--- config.mk ---
export PLATFORM = sky130hd
export DESIGN_NAME = cacheline_burst_adapter
export DESIGN_NICKNAME = d
export VERILOG_FILES = /design/src/rtl/cacheline_burst_adapter.sv
export SDC_FILE = /design/constraint.sdc
export NUM_CORES = 1
export LEC_CHECK = 0
export BUFFER_PORTS_ARGS = -buffer_cell sky130_fd_sc_hd__buf_2
export CORE_AREA = 10 10 269 271
export DETAILED_ROUTE_END_ITERATION = 10
export DIE_AREA = 0 0 279 281
export GPL_ROUTABILITY_DRIVEN = 1
export GPL_TIMING_DRIVEN = 0
export PLACE_DENSITY_LB_ADDON = 0.12
export SYNTH_ARGS = -nofsm -noshare
export SYNTH_HDL_FRONTEND = slang
export SYNTH_SLANG_ARGS = --single-unit
export TNS_END_PERCENT = 1
--- constraint.sdc ---
create_clock -name clk -period 2.6 [get_ports clk]
set_input_delay 0.13 -clock clk [delete_from_list [all_inputs] [get_ports clk]]
set_output_delay 0.13 -clock clk [all_outputs]
set_load 0.01 [all_outputs]
--- src/rtl/cacheline_burst_adapter.sv ---
// Splits whole-line read/write requests from the cache core into fixed-length
// beat bursts towards memory, and reassembles read beats into a full line.
module cacheline_burst_adapter #(
    parameter int s_line  = 256,
    parameter int s_burst = 64
) (
    input  logic               clk,
    input  logic               rst_n,
    input  logic               line_read,
    input  logic               line_write,
    input  logic [31:0]        line_address,
    input  logic [s_line-1:0]  line_wdata,
    output logic [s_line-1:0]  line_rdata,
    output logic               line_resp,
    output logic               burst_read,
    output logic               burst_write,
    output logic [31:0]        burst_address,
    output logic [s_burst-1:0] burst_wdata,
    input  logic [s_burst-1:0] burst_rdata,
    input  logic               burst_resp
);

    localparam int NumBursts = s_line / s_burst;
    localparam int CntW      = $clog2(NumBursts);
    localparam int BeatShift = $clog2(s_burst);
    localparam logic [CntW-1:0] LastBeat = CntW'(NumBursts - 1);

    typedef enum logic [1:0] {
        IDLE,
        READ,
        WRITE,
        DONE
    } state_e;

    state_e             state_q, state_d;
    logic [CntW-1:0]    cnt_q, cnt_d;
    logic [31:0]        addr_q, addr_d;
    logic [s_line-1:0]  wdata_q, wdata_d;
    logic [s_line-1:0]  rdata_q, rdata_d;
    logic [CntW+BeatShift-1:0] beatBase;

    // Bit offset of the current beat; beats are ascending from bit 0.
    assign beatBase = {cnt_q, {BeatShift{1'b0}}};

    always_ff @(posedge clk or negedge rst_n) begin
        if (!rst_n) begin
            state_q <= IDLE;
            cnt_q   <= '0;
            addr_q  <= '0;
            wdata_q <= '0;
            rdata_q <= '0;
        end else begin
            state_q <= state_d;
            cnt_q   <= cnt_d;
            addr_q  <= addr_d;
            wdata_q <= wdata_d;
            rdata_q <= rdata_d;
        end
    end

    // Write-back wins over a simultaneous read; the held read is taken on the next IDLE.
    always_comb begin
        state_d = state_q;
        cnt_d   = cnt_q;
        addr_d  = addr_q;
        wdata_d = wdata_q;
        rdata_d = rdata_q;
        case (state_q)
            IDLE: begin
                if (line_write) begin
                    addr_d  = line_address & 32'hFFFF_FFE0;
                    wdata_d = line_wdata;
                    cnt_d   = '0;
                    state_d = WRITE;
                end else if (line_read) begin
                    addr_d  = line_address & 32'hFFFF_FFE0;
                    cnt_d   = '0;
                    state_d = READ;
                end
            end
            READ: begin
                if (burst_resp) begin
                    rdata_d[beatBase +: s_burst] = burst_rdata;
                    cnt_d = cnt_q + CntW'(1);
                    if (cnt_q == LastBeat) begin
                        state_d = DONE;
                    end
                end
            end
            WRITE: begin
                if (burst_resp) begin
                    cnt_d = cnt_q + CntW'(1);
                    if (cnt_q == LastBeat) begin
                        state_d = DONE;
                    end
                end
            end
            DONE: begin
                state_d = IDLE;
            end
            default: begin
                state_d = IDLE;
            end
        endcase
    end

    // Handshake outputs come from state alone, so reset drops them immediately.
    assign burst_read    = (state_q == READ);
    assign burst_write   = (state_q == WRITE);
    assign line_resp     = (state_q == DONE);
    assign burst_address = addr_q;
    assign burst_wdata   = wdata_q[beatBase +: s_burst];
    assign line_rdata    = rdata_q;

endmodule

# --- After elaboration in Yosys (flattened, before gate mapping) ---
# Index checks and enable logic that the tools add are counted.
word_totals:
  ff_bits: 548
  inputBits: 357
  out_inout_bits: 355
classes:
  n_addsub: 2
  n_eq_ne: 7
  shifts: 3
  muxes: 12
  reduce_logical: 9
ops:
  columns: ["cell", "count"]
  rows:
  - ["256-bit bitwise mux", 1]
  - ["64-bit by 10-bit variable shift with 256-bit output, first input constant", 1]
  - ["256-bit by 9-bit variable part select with 64-bit output", 1]
  - ["64-bit by 10-bit variable part select with 256-bit output", 1]
  - ["32-bit 2-to-1 mux", 2]
  - ["2-bit 2-to-1 mux", 7]
  - ["8-bit negator with 10-bit output", 1]
  - ["2-bit == test, second input constant", 3]
  - ["2-bit one-hot mux with 3 select lines", 1]
  - ["2-bit AND reduction", 3]
  - ["3-bit AND reduction", 2]
  - ["2-bit by 1-bit != test with 1-bit output, second input constant", 2]
  - ["2-bit one-hot mux with 2 select lines", 1]
  - ["2-bit nonzero test", 2]
  - ["3-bit != test, second input constant", 1]
  - ["2-bit by 1-bit adder with 2-bit output, second input constant", 1]
  - ["2-bit by 1-bit == test with 1-bit output, second input constant", 1]
  - ["2-bit logical NOT", 1]
  - ["2-bit OR reduction", 1]

# --- Depth between registers and ports, before layout ---
# Gate-level depths: netlist (run 1).
logic_depth:
  ltp_word: 4
  ltp_mapped: 8
  ltp_nobuf: 5

# --- Least setup slack after synthesis (run 1) ---
# OpenSTA, ideal clock, no wires.
synth_path:
  path_kind: "register to register"
  startpoint: "register cnt_q[1]"
  endpoint: "register rdata_q[132] (netlist: line_rdata[132])"
  setup_time_ps: 65
  t_arrival_ps: 2365
  t_required_ps: 2535
  path_slack_ps: 170
  path_stages_with_launch: 9
  cell_sequence: "dfrtp_1 -> clkbuf_1 -> buf_2 -> inv_1 -> ha_1 -> nand2b_2 -> nor4_4 -> buf_6 -> a22o_1"
synth_via:
  elab_chain_len: 3
  elab_cells_between_ends: 4
synth_lines:
  columns: ["item", "line_no", "rtl"]
  rows:
  - ["start: declaration", "36", "logic [CntW-1:0] cnt_q, cnt_d;"]
  - ["start signal: assignment", "54", "cnt_q <= cnt_d;"]
  - ["8-bit negator with 10-bit output (*)", "83", "rdata_d[beatBase +: s_burst] = burst_rdata;"]
  - ["64-bit by 10-bit variable part select with 256-bit output or 64-bit by 10-bit variable shift with 256-bit output (tied branches)", "83", null]
  - ["256-bit bitwise mux (*)", "83", null]
  - ["end signal: assignment", "57", "rdata_q <= rdata_d;"]
  - ["end: declaration", "39", "logic [s_line-1:0] rdata_q, rdata_d;"]
# Mark *: on every way between the ends. The rest lies on a longest branch, timed or not.
# A chain may end at the register's enable or synchronous reset.

# --- Final worst setup path (run 1) ---
layout_path:
  startpoint: "register cnt_q[0]"
  endpoint: "output burst_wdata[2]"
layout_via:
  elab_chain_len: 1
layout_lines:
  columns: ["item", "line_no", "rtl"]
  rows:
  - ["256-bit by 9-bit variable part select with 64-bit output", "112", "assign burst_wdata = wdata_q[beatBase +: s_burst];"]
  - ["end: declaration", "18", "output logic [s_burst-1:0] burst_wdata,"]
# Every way passes these cells.

==> results of run 1 <==
-- logic make-up after synthesis --
kind of cell	count (synthesis)	share of synthesized area (%)
adder cells (fa/ha/maj)	12	0.7007
other	1	0.01750
flip-flops	543	63.42
multiplexers	351	21.80
buffers and inverters	108	2.704
AO/OA/AOI/OAI	260	10.63
AND/OR/NAND/NOR	22	0.7358
-- per-layer routing --
layer | vias up | part of all wire (%) | GRT usage (%)
met4 | 14 | 3.0 | 7.051
met2 | 556 | 51 | 37.61
met3 | 142 | 7.1 | 6.535
li1 | 7242 | - | -
met1 | 8487 | 38 | 24.60
met5 | - | 0.11 | 0
-- final cells by class --
type	instances	area share, %
flip-flops and latches	543	42.29
multi-input cells	650	22.68
repair buffers	1062	22.51
clock buffers	98	6.180
well taps	873	3.399
plain buffers	102	2.083
clock inverters	18	0.6853
diodes	13	0.1012
inverters	6	0.07009
-- synth_stat cells --
cell      count
dfrtp_1     543
mux2_2      285
a22o_1      252
mux4_2       64
buf_2        46
clkbuf_1     37
buf_6        12
ha_1         12
nand2_1       8
buf_4         7
inv_1         6
a32o_1        4
nand3_1       4
nor4_4        3
mux2i_1       2
nand2b_1      2
nor2_1        2
a221oi_1      1
a22oi_1       1
conb_1        1
nand2b_2      1
nor3_1        1
nor3_2        1
o21ai_0       1
o21ai_2       1
-- worst paths after layout --
path	start	to	slack (ns)	depth (start not counted)
worst max-delay path	cnt_q[0]$_DFFE_PN0P_	burst_wdata[2]	0.09	4
worst min-delay path	rst_n	line_rdata[134]$_DFFE_PN0P_	0.06	2
worst max register to register	cnt_q[1]$_DFFE_PN0P_	line_rdata[136]$_DFFE_PN0P_	0.12	9
worst min register to register	line_rdata[254]$_DFFE_PN0P_	line_rdata[254]$_DFFE_PN0P_	0.50	1
max in group asynchronous	rst_n	burst_address[16]$_DFFE_PN0P_	0.69	5
min in group clk	line_read	cnt_q[0]$_DFFE_PN0P_	0.09	4
-- repair_timing --
| action | 4_1_cts | 5_1_grt |
|---|---|---|
| gates resized for setup | 43 | 13 |
| setup endpoints to repair | 358 | 267 |
| endpoints found under the hold margin | 672 | 0 |
| hold buffers | 350 | 0 |
| setup buffers | 7 | 0 |
| pin swaps | 4 | 0 |
-- where the power goes --
group | total (W) | switching [W] | internal, W
Combinational | 0.0117 | 0.00560 | 0.00614
Clock | 0.00932 | 0.00371 | 0.00561
Sequential | 0.0128 | 0.00147 | 0.0113
-- flip-flops by register name, indices dropped and copies added (netlist names) --
register,flops
burst_address,27
state_q,2
line_rdata,256
cnt_q,2
wdata_q,256
-- metrics by stage --
stage / worst slack [ns] / util (%) / area, um^2
after global routing: -0.03704 / 48.08 / 32120
after global placement: -10.06 / 38.98 / 26040
after detailed placement: -1.454 / 39.20 / 26190
after CTS: -0.005537 / 48.01 / 32070
after floorplan: 0.1697 / - / 21440
final: 0.09150 / 48.10 / 32130
-- critical path, cell delays in order, from the launching register on --
cell     delay, ns
dfrtp_1       0.40
buf_4         0.25
buf_4         0.36
mux4_2        0.59
buf_2         0.18
-- cell usage in the layout (no fill, tap or decap), drive strengths merged, types with 2 or more instances in the layout --
cell / n
dlygate4sd3: 350
a32o: 4
nand2b: 3
diode: 13
buf: 771
nand3: 4
mux2: 285
inv: 7
nor2: 2
nor4: 3
dfrtp: 543
nand2: 8
mux2i: 2
conb: 5
ha: 12
o21ai: 2
bufinv: 3
clkbuf: 141
a22o: 252
mux4: 64
nor3: 2
clkinv: 14
==> results.cfg, run 1 <==
[outcome]
status = completed

[global_route]
grt_use_total_pct = 21.43
antenna_found_initial = 16
grt_pass1_wl_um = 125200
grt_overflow = 0
grt_max_degree = 122
grt_pass1_vias = 18430

[pwr]
powerDensity_mw_per_mm2 = 1053
peakVddDrop_mv = 0.5899
power_leakage_nw = 15.80
p_total_w = 0.03384

[drt]
initialDrtViolationCount = 902
wl_per_cell_um = 25.46
num_vias = 16440
drc = 0
drt_pass1_iterations = 5
vias_per_cell = 4.886
antenna_left = 0
finalWirelength_um = 85660

[worst_setup_path]
cp.required_ns = 2.47
path_class = reg2out
cp_max_fo = 10
worstPathArrival_ns = 2.38
cp-start-kind = flip-flop
endpoint_kind = output pin

[synth]
avgSynthCellArea_um2 = 16.52
synth_cell_types = 25
yosysTopAreaCell = dfrtp_1
synth_cells = 1297
ys_top_cells_by_area = dfrtp_1 (63%), mux2_2 (15%), a22o_1 (10%), mux4_2 (6.7%), buf_2 (1.1%)
synthesis.area_mm2 = 0.02143
synth-seq-cells = 543
yosysWarnings = 0
ys_seq_area_share_pct = 63.42
synth.top_cell.area_share_pct = 63.42

[clock_tree]
clockBufferDepth = 3
clk_pin_slew_worst_paths_ns = 0.06
cts_tree = yes
htreeDepth = 3
cts_root_buf = clkbuf_16
clock_latency_ns = 0.60
numCtsBuffers = 67
cts.sinks = 543

[sta]
holdWs_ns = 0.06051
fin_crit_sh_pct = 96.48
setup_violations = 0
skew_ns = 0.02184
period_minus_slack_ns = 2.509
finalMaxSlewViolations = 0
finalSetupTns_ns = 0
finalHoldViolations = 0
max_freq_mhz = 398.6
rsz0062_at_grt = yes
worst_slew_pin_slew_ns = 0.8428
relSlewSlack_pct = 43.81

[hold_path]
min_path_type = in2async

[placed_design]
place.gp.congestion = 0.8561
dpl.hpwl_um = 63640
place_inst = 2879
portBuffers = 700

[cells_and_area]
drive_gt1_share_pct = 50.87
seqCellArea_mm2 = 0.01359
fill_cells = 5993
area_growth_pct = 49.96
multi_input_area_mm2 = 0.007288
final_cell_count_no_fill = 3365
fin_nets = 2801

[floorplanning]
dieArea_mm2 = 0.07840
initial_utilization_pct = 32.08
die_x_um = 279
die_h_um = 281
core_mm2 = 0.06680
rows = 95
ios = 712

[flow_run]
drv_cap = 0
No activity file was read; power rests on OpenSTA's default activity.
==> inputs of run 2 (changes only) <==
--- a/config.mk
+++ b/config.mk
@@ -6,9 +6,9 @@
 export NUM_CORES = 1
 export LEC_CHECK = 0
 export BUFFER_PORTS_ARGS = -buffer_cell sky130_fd_sc_hd__buf_2
-export CORE_AREA = 10 10 269 271
+export CORE_AREA = 10 10 266 268
 export DETAILED_ROUTE_END_ITERATION = 10
-export DIE_AREA = 0 0 279 281
+export DIE_AREA = 0 0 276 278
 export GPL_ROUTABILITY_DRIVEN = 1
 export GPL_TIMING_DRIVEN = 0
 export PLACE_DENSITY_LB_ADDON = 0.12
==> constraint.sdc (replaced) <==
create_clock -name clk -period 3 [get_ports clk]
set_input_delay 0.15 -clock clk [delete_from_list [all_inputs] [get_ports clk]]
set_output_delay 0.15 -clock clk [all_outputs]
set_load 0.01 [all_outputs]
==> run 2 against run 1 <==
Against the previous run:
- core utilization increased by 0.78 points
- cell count decreased by 0.24%
- sequential power decreased by 13%
- routed wire length increased by 0.12%
- clock skew decreased by 0.0085 ns
- global-route usage increased by 0.18 points
- clock-buffer cell count decreased by 19
- non-clock buffer count increased by 6
- clock power decreased by 16%
- first-iteration DRC count increased by 5.7%
- die area decreased by 2.1%
- largest power group unchanged
==> results.cfg, run 2 (synthesis gave the netlist of run 1 again) <==
[outcome]
status = completed

[global_route]
antenna_found_initial = 18
grt_overflow = 0
grt_use_total_pct = 21.61
grt_max_degree = 116
grt_pass1_wl_um = 126000
grt_pass1_vias = 18390

[clock_tree]
clockBufferDepth = 3
clock_latency_ns = 0.61
htreeDepth = 2
clk_pin_slew_worst_paths_ns = 0.06
cts.sinks = 543
cts_tree = yes
numCtsBuffers = 59
cts_root_buf = clkbuf_16

[drt]
num_vias = 16590
drt_pass1_iterations = 5
vias_per_cell = 4.942
finalWirelength_um = 85760
antenna_left = 0
wl_per_cell_um = 25.55
initialDrtViolationCount = 953
drc = 0

[sta]
setup_violations = 0
worst_slew_pin_slew_ns = 1.183
finalSetupTns_ns = 0
finalMaxSlewViolations = 0
rsz0062_at_grt = yes
finalHoldViolations = 0
relSlewSlack_pct = 21.17
max_freq_mhz = 333.5
period_minus_slack_ns = 2.998
skew_ns = 0.01329
fin_crit_sh_pct = 99.94

[worst_setup_path]
endpoint_kind = output pin
worstPathArrival_ns = 2.85
cp_max_fo = 10
cp-start-kind = flip-flop
reg2regPathDepth = 8
cp.required_ns = 2.85
path_class = reg2out

[cells_and_area]
most-common-layout-cells = buf_2 (744), dfrtp_1 (543), dlygate4sd3_1 (352), mux2_2 (285), a22o_1 (252)
layout_commonest_cell = buf_2
seqCellArea_mm2 = 0.01359
final_cell_count_no_fill = 3357
drive_gt1_share_pct = 50.28
multi_input_area_mm2 = 0.007286
area_growth_pct = 49.17
fin_nets = 2799
fill_cells = 5867

[hold_path]
holdPathStages = 3
min_path_type = in2reg

[floorplanning]
rows = 94
core_mm2 = 0.06539
ios = 712
initial_utilization_pct = 32.77
die_x_um = 276
dieArea_mm2 = 0.07673
die_h_um = 278

[placed_design]
place.gp.congestion = 0.8464
dpl.hpwl_um = 64170
place_inst = 2870
portBuffers = 700

[pwr]
p_total_w = 0.02895
powerDensity_mw_per_mm2 = 905.7
power_leakage_nw = 15.73
peakVddDrop_mv = 0.4926

[flow_run]
drv_cap = 0
## run 2: changes by cell type in the layout (fill, tap and decap cells not counted), sizes merged
cell | previous run | this run
clkinvlp | 0 | 2
clkbuf | 141 | 116
diode | 13 | 15
bufinv | 3 | 9
dlygate4sd3 | 350 | 352
clkinv | 14 | 18
buf | 771 | 781
## run 2: layer usage
layer | global-route usage [%] | wire [um] | vias up
li1 | - | - | 7227
met1 | 25.08 | 33600 | 8604
met3 | 6.243 | 5923 | 129
met5 | 0 | 44 | -
met2 | 38.64 | 44180 | 622
met4 | 5.339 | 2015 | 8
## run 2: worst paths after layout
check	from	endpoint	slack, ns
setup / recovery	cnt_q[1]$_DFFE_PN0P_	burst_wdata[61]	0.002
max in group asynchronous	rst_n	burst_address[6]$_DFFE_PN0P_	0.44
setup reg to reg	cnt_q[1]$_DFFE_PN0P_	line_rdata[98]$_DFFE_PN0P_	0.15
hold / removal	line_read	burst_address[5]$_DFFE_PN0P_	0.07
min in group asynchronous	rst_n	line_rdata[211]$_DFFE_PN0P_	0.57
hold reg to reg	line_rdata[121]$_DFFE_PN0P_	line_rdata[121]$_DFFE_PN0P_	0.49
## run 2: final cells by class
type | instances | area share (%)
multi-input cells | 650 | 22.80
clock inverters | 30 | 1.237
clock buffers | 79 | 5.269
diodes | 15 | 0.1174
repair buffers | 1068 | 22.80
well taps | 864 | 3.382
flip-flops and latches | 543 | 42.51
inverters | 6 | 0.07046
plain buffers | 102 | 1.816
## run 2: what timing repair did
action,in CTS,in global routing
buffers inserted,7,3
hold buffers,352,0
pin swaps,4,1
resized for setup,12,6
endpoints found under the hold margin,682,0
gates cloned,0,1
endpoints found under the setup margin,303,233
## run 2: power breakdown
group          total [W]  switching (W)  internal (W)
clock            0.00779        0.00308       0.00470
combinational     0.0101        0.00482       0.00525
sequential        0.0111        0.00130       0.00980
total             0.0289        0.00920        0.0197
## run 2: worst max-delay path, stage by stage, from the launching register on
cell      delay, ns
dfrtp_1        0.43
buf_2          0.35
clkbuf_1       0.80
mux4_2         0.46
buf_2          0.17
## run 2: through the flow
| stage | instance area (um^2) | utilization, % | setup WS [ns] | hold WS (ns) |
|---|---|---|---|---|
| finish | 31960 | 48.88 | 0.001891 | 0.06554 |
| global route | 31960 | 48.87 | -0.1072 | 0.06595 |
| CTS | 31870 | 48.74 | -0.1216 | 0.02430 |
| detailed placement | 26170 | 40.03 | -0.9459 | 0.06241 |
| global placement | 26030 | 39.80 | -9.633 | 0.3828 |
| floorplan | 21440 | - | 0.5697 | -0.1456 |
==> inputs of run 3 (changes only) <==
==> constraint.sdc (replaced) <==
create_clock -name clk -period 3 [get_ports clk]
set_input_delay 0.3 -clock clk [delete_from_list [all_inputs] [get_ports clk]]
set_output_delay 0.3 -clock clk [all_outputs]
set_load 0.01 [all_outputs]
==> run 3 against run 2 <==
Against the previous run:
- fmax is 5.0% higher
- clock skew is 0.0024 ns lower
- sequential share of layout area is 0.085 points higher
- routed wire length is 0.27% lower
- combinational power hardly changed
- critical path depth is 1 lower
- register-to-register slack better by 0.05 ns
- global-route usage hardly changed
- worst hold slack worse by 0.014 ns
- design area is 0.20% lower
- non-clock buffer count is 7 lower
- critical endpoint is now burst_wdata[13]
- largest cell class unchanged
==> results.cfg, run 3 (synthesis gave the netlist of run 1 again) <==
[clock_tree]
clock_latency_ns = 0.61
cts.sinks = 543
htreeDepth = 2
clockBufferDepth = 3
numCtsBuffers = 59
cts_root_buf = clkbuf_16
clk_pin_slew_worst_paths_ns = 0.06
cts_tree = yes

[global_route]
grt_pass1_vias = 18340
grt_max_degree = 116
grt_use_total_pct = 21.59
grt_overflow = 0
grt_pass1_wl_um = 125900
antenna_found_initial = 18

[worst_setup_path]
worstPathArrival_ns = 2.55
cp.required_ns = 2.70
cp-start-kind = flip-flop
reg2regPathDepth = 8
startpoint = cnt_q[1]$_DFFE_PN0P_
endpoint_kind = output pin
cp_max_fo = 10
reg2reg_setup_slack_ns = 0.20
path_class = reg2out
cp-endpoint = burst_wdata[13]
r2r_start = cnt_q[1]$_DFFE_PN0P_
r2r-end = line_rdata[97]$_DFFE_PN0P_

[floorplanning]
initial_utilization_pct = 32.77
ios = 712
rows = 94
core_mm2 = 0.06539
dieArea_mm2 = 0.07673
die_h_um = 278
die_x_um = 276

[pwr]
clock_power_share_pct = 26.9
internal-power_w = 0.01976
p_seq_share_pct = 38.3
power_leakage_nw = 15.69
p_switching_w = 0.009188
switching_share_pct = 31.74
combPwrFrac_pct = 34.8
p_total_w = 0.02895
peakVddDrop_mv = 0.4938
powerDensity_mw_per_mm2 = 907.4

[sta]
fin_crit_sh_pct = 95.15
finalMaxSlewViolations = 0
finalSetupTns_ns = 0
finalHoldViolations = 0
skew_ns = 0.01085
setup_violations = 0
worst_slew_pin_slew_ns = 1.180
max_freq_mhz = 350.3
period_minus_slack_ns = 2.854
rsz0062_at_grt = no
relSlewSlack_pct = 21.34

[cells_and_area]
fill_cells = 5880
final_core_util_pct = 48.78
final_area_mm2 = 0.03190
area_growth_pct = 48.87
fin_nets = 2792
most-common-layout-cells = buf_2 (740), dfrtp_1 (543), dlygate4sd3_1 (346), mux2_2 (285), a22o_1 (252)
final_cell_count_no_fill = 3352
layout_commonest_cell = buf_2
drive_gt1_share_pct = 50.34

[drt]
drc = 0
wl_per_cell_um = 25.52
initialDrtViolationCount = 1013
num_vias = 16550
antenna_left = 0
vias_per_cell = 4.936
finalWirelength_um = 85530
drt_pass1_iterations = 5

[placed_design]
place_inst = 2870
post_dp_cell_area_mm2 = 0.02617
portBuffers = 700
place.gp.congestion = 0.8464
dpl.hpwl_um = 64170

[outcome]
status = completed

[flow_run]
drv_cap = 0

[hold_path]
holdPathStages = 2
min_path_type = in2reg
==> run 3: changes by cell type in the layout (fill, tap and decap cells not counted) <==
| cell | before | now |
|---|---|---|
| buf_2 | 744 | 740 |
| clkbuf_1 | 37 | 38 |
| clkbuf_4 | 0 | 4 |
| buf_4 | 16 | 15 |
| dlygate4sd3_1 | 352 | 346 |
| diode_2 | 15 | 17 |
| clkbuf_16 | 62 | 61 |
| clkbuf_2 | 8 | 7 |
| buf_8 | 1 | 2 |
==> run 3: worst min-delay path by stage <==
stage / from / to / slack [ns]
3_5_place_dp: rst_n / line_rdata[142]$_DFFE_PN0P_ / 0.21
3_3_place_gp: line_rdata[121]$_DFFE_PN0P_ / line_rdata[121]$_DFFE_PN0P_ / 0.48
5_1_grt: burst_rdata[63] / line_rdata[191]$_DFFE_PN0P_ / 0.02
2_1_floorplan: rst_n / burst_address[10]$_DFFE_PN0P_ / 0.004
6_report: burst_rdata[63] / line_rdata[63]$_DFFE_PN0P_ / 0.05
4_1_cts: burst_rdata[63] / line_rdata[63]$_DFFE_PN0P_ / 0.004
==> run 3: metal layers <==
metal  wire, um  part of all wire [%]  up-vias  global-route usage (%)
li1           -                     -     7219                       -
met1      33540                    39     8585                   25.06
met2      44280                    52      617                   38.66
met3       5786                   6.8      117                   6.234
met4       1882                   2.2        8                   5.227
met5         48                 0.056        -                       0
==> run 3: repair_timing <==
| item | CTS | global route |
|---|---|---|
| setup endpoints to repair | 304 | 110 |
| pin swaps | 4 | 1 |
| hold endpoints to repair | 580 | 0 |
| hold buffers | 346 | 0 |
| buffers inserted | 7 | 3 |
| resized for setup | 15 | 6 |
==> run 3: per-stage QoR <==
| stage | setup WS [ns] | hold WS (ns) |
|---|---|---|
| 3_5_place_dp | -0.9459 | 0.2124 |
| 5_1_grt | 0.005471 | 0.01746 |
| 6_report | 0.1456 | 0.05160 |
| 3_3_place_gp | -9.783 | 0.4762 |
| 4_1_cts | -0.04261 | 0.004266 |
| 2_1_floorplan | 0.5697 | 0.004409 |
==> run 3: power by group through the flow <==
stage	registers (W)	clock network (W)	logic (W)
2_1_floorplan	0.0111	0	0.00571
3_3_place_gp	0.0111	0	0.00969
3_5_place_dp	0.0112	0	0.00984
4_1_cts	0.0111	0.00797	0.0103
5_1_grt	0.0114	0.00829	0.0109
6_report	0.0111	0.00778	0.0101
==> run 3: final cells by class <==
cell class / instances / area [um^2] / area share [%]
Multi-Input combinational cell: 650 / 7286 / 22.84
Sequential cell: 543 / 13590 / 42.60
Tap cell: 864 / 1081 / 3.389
Clock inverter: 30 / 395.4 / 1.240
Inverter: 6 / 22.52 / 0.07060
Timing Repair Buffer: 1061 / 7202 / 22.58
Antenna cell: 17 / 42.54 / 0.1334
Clock buffer: 79 / 1684 / 5.280
Buffer: 102 / 596.8 / 1.871
==> run 3: critical path, cell delays in order, from the launching register on <==
cell and delay [ns]:
dfrtp_1 0.43, clkbuf_1 0.90, mux4_2 0.45, buf_2 0.16
